## src/rtl/axi_stream_pkt_gen_if.sv

```systemverilog
// AXI-Stream bundle carrying the generator's beats; master drives, slave sinks.
interface axi_stream_pkt_gen_if #(
   parameter int DATA_WIDTH = 32,
   parameter int KEEP_WIDTH = DATA_WIDTH / 8
);
   logic                  m_valid;
   logic [DATA_WIDTH-1:0] m_data;
   logic [KEEP_WIDTH-1:0] m_keep;
   logic                  m_last;
   logic                  m_ready;

   modport master (output m_valid, m_data, m_keep, m_last, input m_ready);
   modport slave  (input m_valid, m_data, m_keep, m_last, output m_ready);
endinterface

```

## src/rtl/axi_stream_pkt_gen.sv

```systemverilog
// AXI-Stream traffic generator: fixed-length packets of a counting payload with
// optional partial last keep, inter-packet gaps and periodic throttle windows.
module axi_stream_pkt_gen #(
   parameter int DATA_WIDTH     = 32,
   parameter int KEEP_WIDTH     = DATA_WIDTH / 8,
   parameter int PKT_BEATS      = 100,
   parameter int LAST_BYTES     = KEEP_WIDTH,
   parameter int NUM_PKTS       = 0,
   parameter int GAP_CYCLES     = 0,
   parameter int PAUSE_PERIOD   = 66,
   parameter int PAUSE_DURATION = 0
) (
   input  logic                        clk,
   input  logic                        rst,
   input  logic                        enable,
   axi_stream_pkt_gen_if.master        m_axis,
   output logic [31:0]                 pkt_count,
   output logic                        done
);

   localparam int BEAT_W = (PKT_BEATS > 1) ? $clog2(PKT_BEATS) : 1;
   localparam int CYC_W  = (PAUSE_PERIOD > 1) ? $clog2(PAUSE_PERIOD) : 1;
   localparam int GAP_W  = (GAP_CYCLES > 1) ? $clog2(GAP_CYCLES) : 1;

   localparam logic [BEAT_W-1:0]     LAST_IDX   = BEAT_W'(PKT_BEATS - 1);
   localparam logic [BEAT_W-1:0]     BEAT_ONE   = BEAT_W'(1);
   localparam logic [CYC_W-1:0]      CYC_MAX    = CYC_W'(PAUSE_PERIOD - 1);
   localparam logic [CYC_W-1:0]      CYC_ONE    = CYC_W'(1);
   localparam logic [CYC_W:0]        WIN_START  = (CYC_W + 1)'(PAUSE_PERIOD - PAUSE_DURATION);
   localparam logic [GAP_W-1:0]      GAP_LOAD   = GAP_W'(GAP_CYCLES - 1);
   localparam logic [GAP_W-1:0]      GAP_ONE    = GAP_W'(1);
   localparam logic [DATA_WIDTH-1:0] DATA_ONE   = DATA_WIDTH'(1);
   localparam logic [31:0]           PKT_LIMIT  = 32'(NUM_PKTS);
   localparam bit                    HAS_LIMIT  = (NUM_PKTS != 0);
   localparam bit                    HAS_GAP    = (GAP_CYCLES != 0);

   function automatic logic [KEEP_WIDTH-1:0] last_keep_mask();
      logic [KEEP_WIDTH-1:0] m;
      for (int i = 0; i < KEEP_WIDTH; i++) begin
         m[i] = (i < LAST_BYTES);
      end
      return m;
   endfunction

   localparam logic [KEEP_WIDTH-1:0] LAST_KEEP = last_keep_mask();

   typedef enum logic [1:0] {
      ST_IDLE = 2'd0,
      ST_SEND = 2'd1,
      ST_GAP  = 2'd2,
      ST_DONE = 2'd3
   } state_e;

   state_e                state_q, state_d;
   logic                  valid_q, valid_d;
   logic [DATA_WIDTH-1:0] data_q,  data_d;
   logic [KEEP_WIDTH-1:0] keep_q,  keep_d;
   logic                  last_q,  last_d;
   logic [BEAT_W-1:0]     beat_q,  beat_d;
   logic [GAP_W-1:0]      gap_q,   gap_d;
   logic [CYC_W-1:0]      cyc_q,   cyc_d;
   logic [31:0]           pkt_q,   pkt_d;
   logic                  done_q,  done_d;

   logic                  hs_s;
   logic                  beat_last_s;
   logic                  window_next_s;
   logic [31:0]           pkt_inc_s;

   assign hs_s          = valid_q & m_axis.m_ready;
   assign beat_last_s   = (beat_q == LAST_IDX);
   assign pkt_inc_s     = pkt_q + 32'd1;
   // Throttle is judged on the cycle a new beat would become visible.
   assign window_next_s = ({1'b0, cyc_d} >= WIN_START);

   // Next-state, beat sequencing and output staging.
   always_comb begin
      state_d = state_q;
      valid_d = valid_q;
      data_d  = data_q;
      beat_d  = beat_q;
      gap_d   = gap_q;
      pkt_d   = pkt_q;
      done_d  = done_q;
      keep_d  = {KEEP_WIDTH{1'b0}};
      last_d  = 1'b0;

      if (cyc_q == CYC_MAX) begin
         cyc_d = {CYC_W{1'b0}};
      end else begin
         cyc_d = cyc_q + CYC_ONE;
      end

      case (state_q)
         ST_IDLE: begin
            if (enable) begin
               state_d = ST_SEND;
               valid_d = !window_next_s;
            end else begin
               valid_d = 1'b0;
            end
         end
         ST_SEND: begin
            if (hs_s) begin
               data_d = data_q + DATA_ONE;
               if (beat_last_s) begin
                  beat_d = {BEAT_W{1'b0}};
                  pkt_d  = pkt_inc_s;
                  if (HAS_LIMIT && (pkt_inc_s == PKT_LIMIT)) begin
                     state_d = ST_DONE;
                     done_d  = 1'b1;
                     valid_d = 1'b0;
                  end else if (HAS_GAP) begin
                     state_d = ST_GAP;
                     gap_d   = GAP_LOAD;
                     valid_d = 1'b0;
                  end else if (!enable) begin
                     state_d = ST_IDLE;
                     valid_d = 1'b0;
                  end else begin
                     valid_d = !window_next_s;
                  end
               end else begin
                  beat_d  = beat_q + BEAT_ONE;
                  valid_d = !window_next_s;
               end
            end else if (!valid_q) begin
               valid_d = !window_next_s;
            end else begin
               valid_d = 1'b1;
            end
         end
         ST_GAP: begin
            if (gap_q == {GAP_W{1'b0}}) begin
               if (enable) begin
                  state_d = ST_SEND;
                  valid_d = !window_next_s;
               end else begin
                  state_d = ST_IDLE;
                  valid_d = 1'b0;
               end
            end else begin
               gap_d   = gap_q - GAP_ONE;
               valid_d = 1'b0;
            end
         end
         ST_DONE: begin
            valid_d = 1'b0;
         end
         default: begin
            state_d = ST_IDLE;
            valid_d = 1'b0;
         end
      endcase

      if (!valid_d) begin
         keep_d = {KEEP_WIDTH{1'b0}};
         last_d = 1'b0;
      end else if (beat_d == LAST_IDX) begin
         keep_d = LAST_KEEP;
         last_d = 1'b1;
      end else begin
         keep_d = {KEEP_WIDTH{1'b1}};
         last_d = 1'b0;
      end
   end

   // State and output registers.
   always_ff @(posedge clk) begin
      if (rst) begin
         state_q <= ST_IDLE;
         valid_q <= 1'b0;
         data_q  <= {DATA_WIDTH{1'b0}};
         keep_q  <= {KEEP_WIDTH{1'b0}};
         last_q  <= 1'b0;
         beat_q  <= {BEAT_W{1'b0}};
         gap_q   <= {GAP_W{1'b0}};
         cyc_q   <= {CYC_W{1'b0}};
         pkt_q   <= 32'd0;
         done_q  <= 1'b0;
      end else begin
         state_q <= state_d;
         valid_q <= valid_d;
         data_q  <= data_d;
         keep_q  <= keep_d;
         last_q  <= last_d;
         beat_q  <= beat_d;
         gap_q   <= gap_d;
         cyc_q   <= cyc_d;
         pkt_q   <= pkt_d;
         done_q  <= done_d;
      end
   end

   assign m_axis.m_valid = valid_q;
   assign m_axis.m_data  = data_q;
   assign m_axis.m_keep  = keep_q;
   assign m_axis.m_last  = last_q;
   assign pkt_count      = pkt_q;
   assign done           = done_q;

endmodule

```

## src/flat_wrapper.sv

```systemverilog
// flat-port wrapper written by rule: the top's interface ports become plain ports
module axi_stream_pkt_gen_flat 
#(
   parameter int DATA_WIDTH     = 32,
   parameter int KEEP_WIDTH     = DATA_WIDTH / 8,
   parameter int PKT_BEATS      = 100,
   parameter int LAST_BYTES     = KEEP_WIDTH,
   parameter int NUM_PKTS       = 0,
   parameter int GAP_CYCLES     = 0,
   parameter int PAUSE_PERIOD   = 66,
   parameter int PAUSE_DURATION = 0
)
  (clk, rst, enable, pkt_count, done, m_axis_m_valid, m_axis_m_data, m_axis_m_keep, m_axis_m_last, m_axis_m_ready);
  axi_stream_pkt_gen_if #(.DATA_WIDTH(DATA_WIDTH), .KEEP_WIDTH(KEEP_WIDTH)) m_axis_i ();
  input  logic clk;
  input  logic rst;
  input  logic enable;
  output logic [31:0] pkt_count;
  output logic done;
  output wire logic [$bits(m_axis_i.m_valid)-1:0] m_axis_m_valid;
  output wire logic [$bits(m_axis_i.m_data)-1:0] m_axis_m_data;
  output wire logic [$bits(m_axis_i.m_keep)-1:0] m_axis_m_keep;
  output wire logic [$bits(m_axis_i.m_last)-1:0] m_axis_m_last;
  input wire logic [$bits(m_axis_i.m_ready)-1:0] m_axis_m_ready;
  assign m_axis_m_valid = m_axis_i.m_valid;
  assign m_axis_m_data = m_axis_i.m_data;
  assign m_axis_m_keep = m_axis_i.m_keep;
  assign m_axis_m_last = m_axis_i.m_last;
  assign m_axis_i.m_ready = m_axis_m_ready;
  axi_stream_pkt_gen #(.DATA_WIDTH(DATA_WIDTH), .KEEP_WIDTH(KEEP_WIDTH), .PKT_BEATS(PKT_BEATS), .LAST_BYTES(LAST_BYTES), .NUM_PKTS(NUM_PKTS), .GAP_CYCLES(GAP_CYCLES), .PAUSE_PERIOD(PAUSE_PERIOD), .PAUSE_DURATION(PAUSE_DURATION)) u_core (.clk(clk), .rst(rst), .enable(enable), .m_axis(m_axis_i), .pkt_count(pkt_count), .done(done));
endmodule
```

## config.mk

```make
export PLATFORM = sky130hd
export DESIGN_NAME = axi_stream_pkt_gen_flat
export DESIGN_NICKNAME = d
export VERILOG_FILES = /design/src/rtl/axi_stream_pkt_gen_if.sv /design/src/rtl/axi_stream_pkt_gen.sv /design/src/flat_wrapper.sv
export SDC_FILE = /design/constraint.sdc
export NUM_CORES = 1
export LEC_CHECK = 0
export CELL_PAD_IN_SITES_DETAIL_PLACEMENT = 0
export CELL_PAD_IN_SITES_GLOBAL_PLACEMENT = 1
export CORE_MARGIN = 2
export CORE_UTILIZATION = 34
export CTS_CLUSTER_DIAMETER = 120
export DETAILED_ROUTE_END_ITERATION = 6
export PLACE_DENSITY = 0.85
export SLEW_MARGIN = 40
export SYNTH_ARGS = -nofsm -noshare
export SYNTH_HDL_FRONTEND = slang
export SYNTH_SLANG_ARGS = --single-unit
```

## constraint.sdc

```tcl
create_clock -name clk -period 2.6 [get_ports clk]
set_clock_uncertainty 0.2 [all_clocks]
set_input_delay 0.78 -clock clk [delete_from_list [all_inputs] [get_ports clk]]
set_output_delay 0.78 -clock clk [all_outputs]
set_load 0.02 [all_outputs]
```

==> summary.txt, run 1 <==
CTS
  – Clock tree sinks: 81
  – Buffer type at the clock tree root: sky130_fd_sc_hd__clkbuf_8
  – Insertion delay to the later sink of the worst-skew pair: 350 ps
  – CTS clk-pin slew, worst paths: 70 ps
  – TritonCTS clock tree: yes
  – Max Buffers Root-to-Sink: 2
  – Number of buffers inserted by hold repair at cts: 0
  – H-tree lvl count: 3
  – Number of buffers inserted during clock tree synthesis: 9

Global routing
  – GRT Util Overall: 15.9%
  – Total overflow reported by the global router: 0
  – Vias in the first global route: 3286
  – Initial antenna violation count: 0
  – Wire length of the first global-routing pass: 15.3 mm
  – Largest net degree at the start of global routing: 24

Worst setup path
  – Setup slack, reg-to-reg: 180 ps
  – Critical path arrival: 2600 ps
  – CP peak stage delay: 520 ps
  – Critical path required time: 2680 ps
  – Critical Path Slowest Stage Cell: sky130_fd_sc_hd__or4_4
  – List of cells traversed by the critical path: clkdlybuf4s50_1 -> and3_1 -> nand3_1 -> or4_4 -> or3_1 -> a21oi_1
  – Critical Path Sink Type: flop
  – Type of the worst setup path: input pin to flop
  – Crit path launch type: input pin
  – Critical-path maximum fanout: 5

Yosys
  – Post-synthesis sequential area ratio: 42.6%
  – Biggest area contributors in the synthesized netlist: sky130_fd_sc_hd__dfxtp_1 (43%), sky130_fd_sc_hd__xnor2_1 (7.1%), sky130_fd_sc_hd__nor2_1 (7.0%)
  – Cell type contributing the most total cell area after synthesis: sky130_fd_sc_hd__dfxtp_1
  – EDFF count, synth: 0
  – Fraction of synthesized cell area taken by the top area cell type: 42.6%
  – Flip-flop cell with the highest count after synthesis: sky130_fd_sc_hd__dfxtp_1
  – Synthesized instance count: 454
  – Number of warnings reported in the yosys synthesis log: 0
  – Ys async rst share: 0%
  – Syn avg cell area: 8.39 um^2
  – Syn_nets: 463
  – Count of distinct cell types in the synthesized netlist: 43
  – Post-synth design cell area: 3810 um^2
  – Number of register bits inferred by synthesis: 81

Timing
  – Worst setup slack after layout: 81.6 ps
  – Fin. Hold Viols: 0
  – Final critical path time including I/O delays and setup: 2520 ps
  – Final period utilization: 96.9%
  – Unrepaired setup endpoints after global routing: no
  – Highest clock rate: 0.397 GHz
  – Final slew viol count: 0
  – Setup TNS Final: 0 ps
  – Final setup violation count: 0

Floorplanning
  – Die height: 110 um
  – Count of standard-cell rows: 38
  – DIE WIDTH: 110 um
  – Number of top-level design ports: 75
  – Die area: 12100 um^2
  – Starting utilization of the core area: 35.0%
  – Core outline area: 10900 um^2

Pwr
  – Worst IR Drop VDD: 229 uV
  – Switching share of power: 21.1%
  – Combinational share of power: 3.4%
  – Internal power: 0.00194 W
  – Total power divided by cell area: 485 nW/um^2
  – Switching power: 0.000517 W
  – Clock network fraction of design power: 45.3%
  – Register share of total power: 51.3%
  – Total power: 0.00246 W
  – Static Leakage: 1.72 nW

Finish
  – Number of filler instances in the final layout: 1063
  – Ant diodes: 0
  – Fraction of the core area covered by cells at the end of the flow: 46.5%
  – Final instance area: 5060 um^2
  – Layout cell share with drive strength beyond 1: 10.0%
  – Number of nets in the final layout: 553
  – Top library cells by usage in the layout, fill and taps aside: sky130_fd_sc_hd__dfxtp_1 (80), sky130_fd_sc_hd__clkdlybuf4s50_1 (72), sky130_fd_sc_hd__nor2_1 (71), sky130_fd_sc_hd__nand2_1 (35), sky130_fd_sc_hd__xnor2_1 (31)
  – Most common cell after layout, fill and taps aside: sky130_fd_sc_hd__dfxtp_1
  – Area Overhead vs Synth: 32.9%

Drt
  – DRC errors left: 0
  – Number of antenna-violating nets in the routed design: 0
  – DRT Wirelength: 9.17 mm
  – Ratio of routed vias to standard cells: 4.94
  – Number of vias in the routed layout: 3396
  – Wire length per cell: 13.3 um
  – Router iterations before antenna repair: 4
  – Initial detailed-routing violation count: 151

Hold path
  – Tightest Hold Check Type: flop to flop

Run
  – Max Cap Viol: 0

Run status
  – Status: completed

Place
  – Placed Area: 4800 um^2
  – Quantity of I/O buffers inserted on ports: 73
  – GPL Wtd Cong: 0.801
  – Detailed Place HPWL: 6.48 mm
  – Worst slack at placement: -380 ps
metrics by stage:
stage,hold WS [ps],cells
2_1_floorplan,267,454
3_3_place_gp,288,671
3_5_place_dp,301,671
4_1_cts,311,686
5_1_grt,352,688
6_report,310,688
final timing paths:
check / startpoint / end / cells past startpoint
max: m_axis_m_ready / u_core.pkt_count[31]$_SDFFE_PP0P_ / 6
min: u_core.pkt_count[31]$_SDFFE_PP0P_ / u_core.pkt_count[31]$_SDFFE_PP0P_ / 2
max reg2reg: u_core.beat_q[0]$_SDFF_PP0_ / u_core.pkt_count[31]$_SDFFE_PP0P_ / 6
min reg2reg: u_core.pkt_count[31]$_SDFFE_PP0P_ / u_core.pkt_count[31]$_SDFFE_PP0P_ / 2
cell type report:
| cell class | instances | area [um^2] | share of cell area (%) |
|---|---|---|---|
| well taps | 140 | 175 | 3.46 |
| repair buffers | 100 | 928 | 18.3 |
| flip-flops and latches | 81 | 1620 | 32.0 |
| multi-input cells | 341 | 2050 | 40.6 |
| inverters | 11 | 41.3 | 0.815 |
| clock inverters | 5 | 104 | 2.05 |
| clock buffers | 10 | 138 | 2.72 |
state kept, by name, indices dropped and copies added, names as in the netlist:
signal and count:
u_core.beat_q 7, u_core.cyc_q 7, u_core.m_axis.m_data 32, u_core.m_axis.m_keep 1, u_core.m_axis.m_last 1, u_core.pkt_count 32, u_core.state_q 1
critical path, delay by kind of cell:
| family | cells | cell delay [ps] |
|---|---|---|
| AOI/OAI and AO/OA | 1 | 140 |
| and+or+nand+nor | 4 | 1180 |
| buffers and inverters | 1 | 510 |
cell usage after synthesis (2+ instances only):
cell and count:
sky130_fd_sc_hd__a21oi_1 20, sky130_fd_sc_hd__a311oi_1 2, sky130_fd_sc_hd__and2_1 5, sky130_fd_sc_hd__and3_1 7
sky130_fd_sc_hd__and4_1 6, sky130_fd_sc_hd__buf_1 3, sky130_fd_sc_hd__buf_4 6, sky130_fd_sc_hd__clkbuf_1 11
sky130_fd_sc_hd__dfxtp_1 81, sky130_fd_sc_hd__ha_1 5, sky130_fd_sc_hd__inv_1 11, sky130_fd_sc_hd__nand2_1 35
sky130_fd_sc_hd__nand3_1 31, sky130_fd_sc_hd__nand4_1 23, sky130_fd_sc_hd__nor2_1 71, sky130_fd_sc_hd__nor2b_1 5
sky130_fd_sc_hd__nor3_1 15, sky130_fd_sc_hd__nor4_1 10, sky130_fd_sc_hd__nor4_4 2, sky130_fd_sc_hd__o21ai_0 15
sky130_fd_sc_hd__or2_2 2, sky130_fd_sc_hd__or3_1 11, sky130_fd_sc_hd__or4_1 2, sky130_fd_sc_hd__xnor2_1 31
sky130_fd_sc_hd__xor2_1 26
routing by layer:
layer	vias up	share of wire, %	GRT usage [%]
met5	-	0	0
met1	1561	47	20.2
li1	1744	-	-
met3	15	5.2	4.51
met2	76	46	26.1
met4	0	1.4	4.52
cells by family (layout without fill, tap and decap cells):
| logic type | count (synthesis) | in the layout | synth area share (%) |
|---|---|---|---|
| compound gates | 44 | 44 | 6.50 |
| xor+xnor | 57 | 57 | 13.1 |
| fa+ha+maj | 5 | 5 | 1.64 |
| buf+inv | 32 | 126 | 3.78 |
| flops | 81 | 81 | 42.6 |
| mux | 1 | 1 | 0.296 |
| other cells | 1 | 1 | 0.0984 |
| simple gates | 233 | 233 | 32.0 |
power by group through the flow:
stage / Sequential [W] / Clock [W] / Combinational (W)
after floorplan: 0.00129 / 0 / 0.0000555
after global placement: 0.00129 / 0 / 0.0000823
after detailed placement: 0.00129 / 0 / 0.0000833
after CTS: 0.00126 / 0.00115 / 0.0000842
after global routing: 0.00126 / 0.00119 / 0.0000915
final: 0.00126 / 0.00111 / 0.0000829
what timing repair did:
item	4_1_cts	5_1_grt
cloned	0	0
resized for setup	1	2
buffers inserted	0	2
pin swaps	0	3
setup endpoints to repair	1	16
No activity file was read; power rests on OpenSTA's default activity.
==> run 2: changes to the inputs <==
==> config.mk (replaced) <==
export PLATFORM = sky130hd
export DESIGN_NAME = axi_stream_pkt_gen_flat
export DESIGN_NICKNAME = d
export VERILOG_FILES = /design/src/rtl/axi_stream_pkt_gen_if.sv /design/src/rtl/axi_stream_pkt_gen.sv /design/src/flat_wrapper.sv
export SDC_FILE = /design/constraint.sdc
export NUM_CORES = 1
export LEC_CHECK = 0
export CORE_MARGIN = 2
export CORE_UTILIZATION = 41
export CTS_CLUSTER_DIAMETER = 120
export DETAILED_ROUTE_END_ITERATION = 6
export PLACE_DENSITY = 0.78
export SYNTH_ARGS = -nofsm -noshare
export SYNTH_HDL_FRONTEND = slang
export SYNTH_SLANG_ARGS = --single-unit
==> summary.txt, run 2 (synthesized netlist as in run 1, its figures left out) <==
Run status
  – Status: completed

Global routing
  – Wire length of the first global-routing pass: 14.8 mm
  – Initial antenna violation count: 0
  – Total overflow reported by the global router: 0
  – Largest net degree at the start of global routing: 36
  – Vias in the first global route: 3269
  – GRT Util Overall: 18.0%

Timing
  – Setup TNS Final: 0 ps
  – Unrepaired setup endpoints after global routing: no
  – Highest clock rate: 0.395 GHz
  – Final slew viol count: 0
  – Final setup violation count: 0
  – Worst setup slack after layout: 69.7 ps
  – Final period utilization: 97.3%
  – Fin. Hold Viols: 0
  – Final critical path time including I/O delays and setup: 2530 ps

Pwr
  – Clock network fraction of design power: 40.8%
  – Register share of total power: 55.4%
  – Worst IR Drop VDD: 231 uV
  – Static Leakage: 1.71 nW
  – Switching share of power: 23.0%
  – Internal power: 0.00175 W
  – Total power divided by cell area: 453 nW/um^2
  – Switching power: 0.000522 W
  – Combinational share of power: 3.8%

CTS
  – TritonCTS clock tree: yes
  – Number of buffers inserted by hold repair at cts: 0
  – Insertion delay to the later sink of the worst-skew pair: 350 ps
  – CTS clk-pin slew, worst paths: 80 ps
  – Buffer type at the clock tree root: sky130_fd_sc_hd__clkbuf_8
  – Number of buffers inserted during clock tree synthesis: 9
  – H-tree lvl count: 3
  – Clock tree sinks: 81
  – Max Buffers Root-to-Sink: 2

Floorplanning
  – Core outline area: 9110 um^2
  – Die area: 10100 um^2
  – Number of top-level design ports: 75
  – Count of standard-cell rows: 35
  – Starting utilization of the core area: 41.8%
  – DIE WIDTH: 100 um
  – Die height: 100 um

Worst setup path
  – Launch point of the critical path: u_core.m_axis.m_keep[2]$_SDFF_PP0_
  – Critical Path Slowest Stage Cell: sky130_fd_sc_hd__clkdlybuf4s50_1
  – Critical path arrival: 1550 ps
  – Crit path launch type: flop
  – Critical Path Sink Type: output port
  – Critical-path maximum fanout: 6
  – List of cells traversed by the critical path: buf_4 -> clkdlybuf4s50_1
  – Critical path required time: 1620 ps
  – CP peak stage delay: 620 ps
  – Type of the worst setup path: flop to output port
  – Launch instance of the worst register-to-register path: u_core.beat_q[0]$_SDFF_PP0_

Finish
  – Ant diodes: 0
  – Area Overhead vs Synth: 31.6%
  – Top library cells by usage in the layout, fill and taps aside: sky130_fd_sc_hd__dfxtp_1 (81), sky130_fd_sc_hd__nor2_1 (71), sky130_fd_sc_hd__clkdlybuf4s50_1 (71), sky130_fd_sc_hd__nand2_1 (35)
  – Number of nets in the final layout: 556
  – Layout cell share with drive strength beyond 1: 9.98%
  – Most common cell after layout, fill and taps aside: sky130_fd_sc_hd__dfxtp_1
  – Fraction of the core area covered by cells at the end of the flow: 55.0%

Place
  – Quantity of I/O buffers inserted on ports: 73
  – Worst slack at placement: -448 ps
  – Detailed Place HPWL: 6.53 mm
  – GPL Wtd Cong: 0.874

Hold path
  – Tightest Hold Check Type: flop to flop
  – Worst hold path startpoint: u_core.m_axis.m_data[1]$_SDFFE_PP0P_

Drt
  – Number of antenna-violating nets in the routed design: 0
  – Router iterations before antenna repair: 6
  – Ratio of routed vias to standard cells: 5.18
  – DRC errors left: 0
  – Number of vias in the routed layout: 3431
  – Initial detailed-routing violation count: 123
  – DRT Wirelength: 8.94 mm
  – Wire length per cell: 13.5 um

Run
  – Max Cap Viol: 0
run 2: per-layer routing:
layer | up-vias | share of wire [%] | track usage [%]
met1 | 1590 | 46 | 21.8
met4 | 0 | 0.76 | 6.11
met2 | 75 | 50 | 31.1
met3 | 6 | 3.7 | 4.67
li1 | 1760 | - | -
met5 | - | 0 | 0
run 2: power by group through the flow:
stage / clock network, W / logic, W / registers, W
after floorplan: 0 / 0.0000555 / 0.00129
after global placement: 0 / 0.0000842 / 0.00129
after detailed placement: 0 / 0.0000868 / 0.00129
after CTS: 0.000947 / 0.0000877 / 0.00126
after global routing: 0.00101 / 0.0000953 / 0.00126
final: 0.000927 / 0.0000862 / 0.00126
run 2: final cells by class:
type | count | area (um^2)
Clock buffer | 11 | 141
Multi-Input combinational cell | 341 | 2050
Inverter | 11 | 41.3
Tap cell | 111 | 139
Fill cell | 833 | 4100
Sequential cell | 81 | 1620
Clock inverter | 4 | 53.8
Timing Repair Buffer | 103 | 966
run 2: through the flow:
step | hold slack, ps | cell area [um^2] | instances | total power [W]
6_report | 303 | 5010 | 662 | 0.00227
4_1_cts | 308 | 5010 | 662 | 0.00229
3_3_place_gp | 287 | 4800 | 646 | 0.00137
3_5_place_dp | 297 | 4800 | 646 | 0.00137
2_1_floorplan | 267 | 3810 | 454 | 0.00134
5_1_grt | 345 | 5010 | 662 | 0.00236
run 2: timing repair:
item,in CTS,in global routing
setup endpoints to repair,10,12
setup buffers,1,0
gates resized for setup,1,1
pin swaps,2,0
run 2: worst max-delay path, delay by kind of cell, from the launching register on:
kind,cells,cell delay (ps)
buf+inv,2,790
flops,1,420
run 2: final timing paths:
kind / to / slack (ps) / depth (start not counted)
setup reg to reg: u_core.pkt_count[31]$_SDFFE_PP0P_ / 210 / 6
setup / recovery: m_axis_m_keep[0] / 70 / 2
hold reg to reg: u_core.m_axis.m_data[1]$_SDFFE_PP0P_ / 300 / 2
hold / removal: u_core.m_axis.m_data[1]$_SDFFE_PP0P_ / 300 / 2
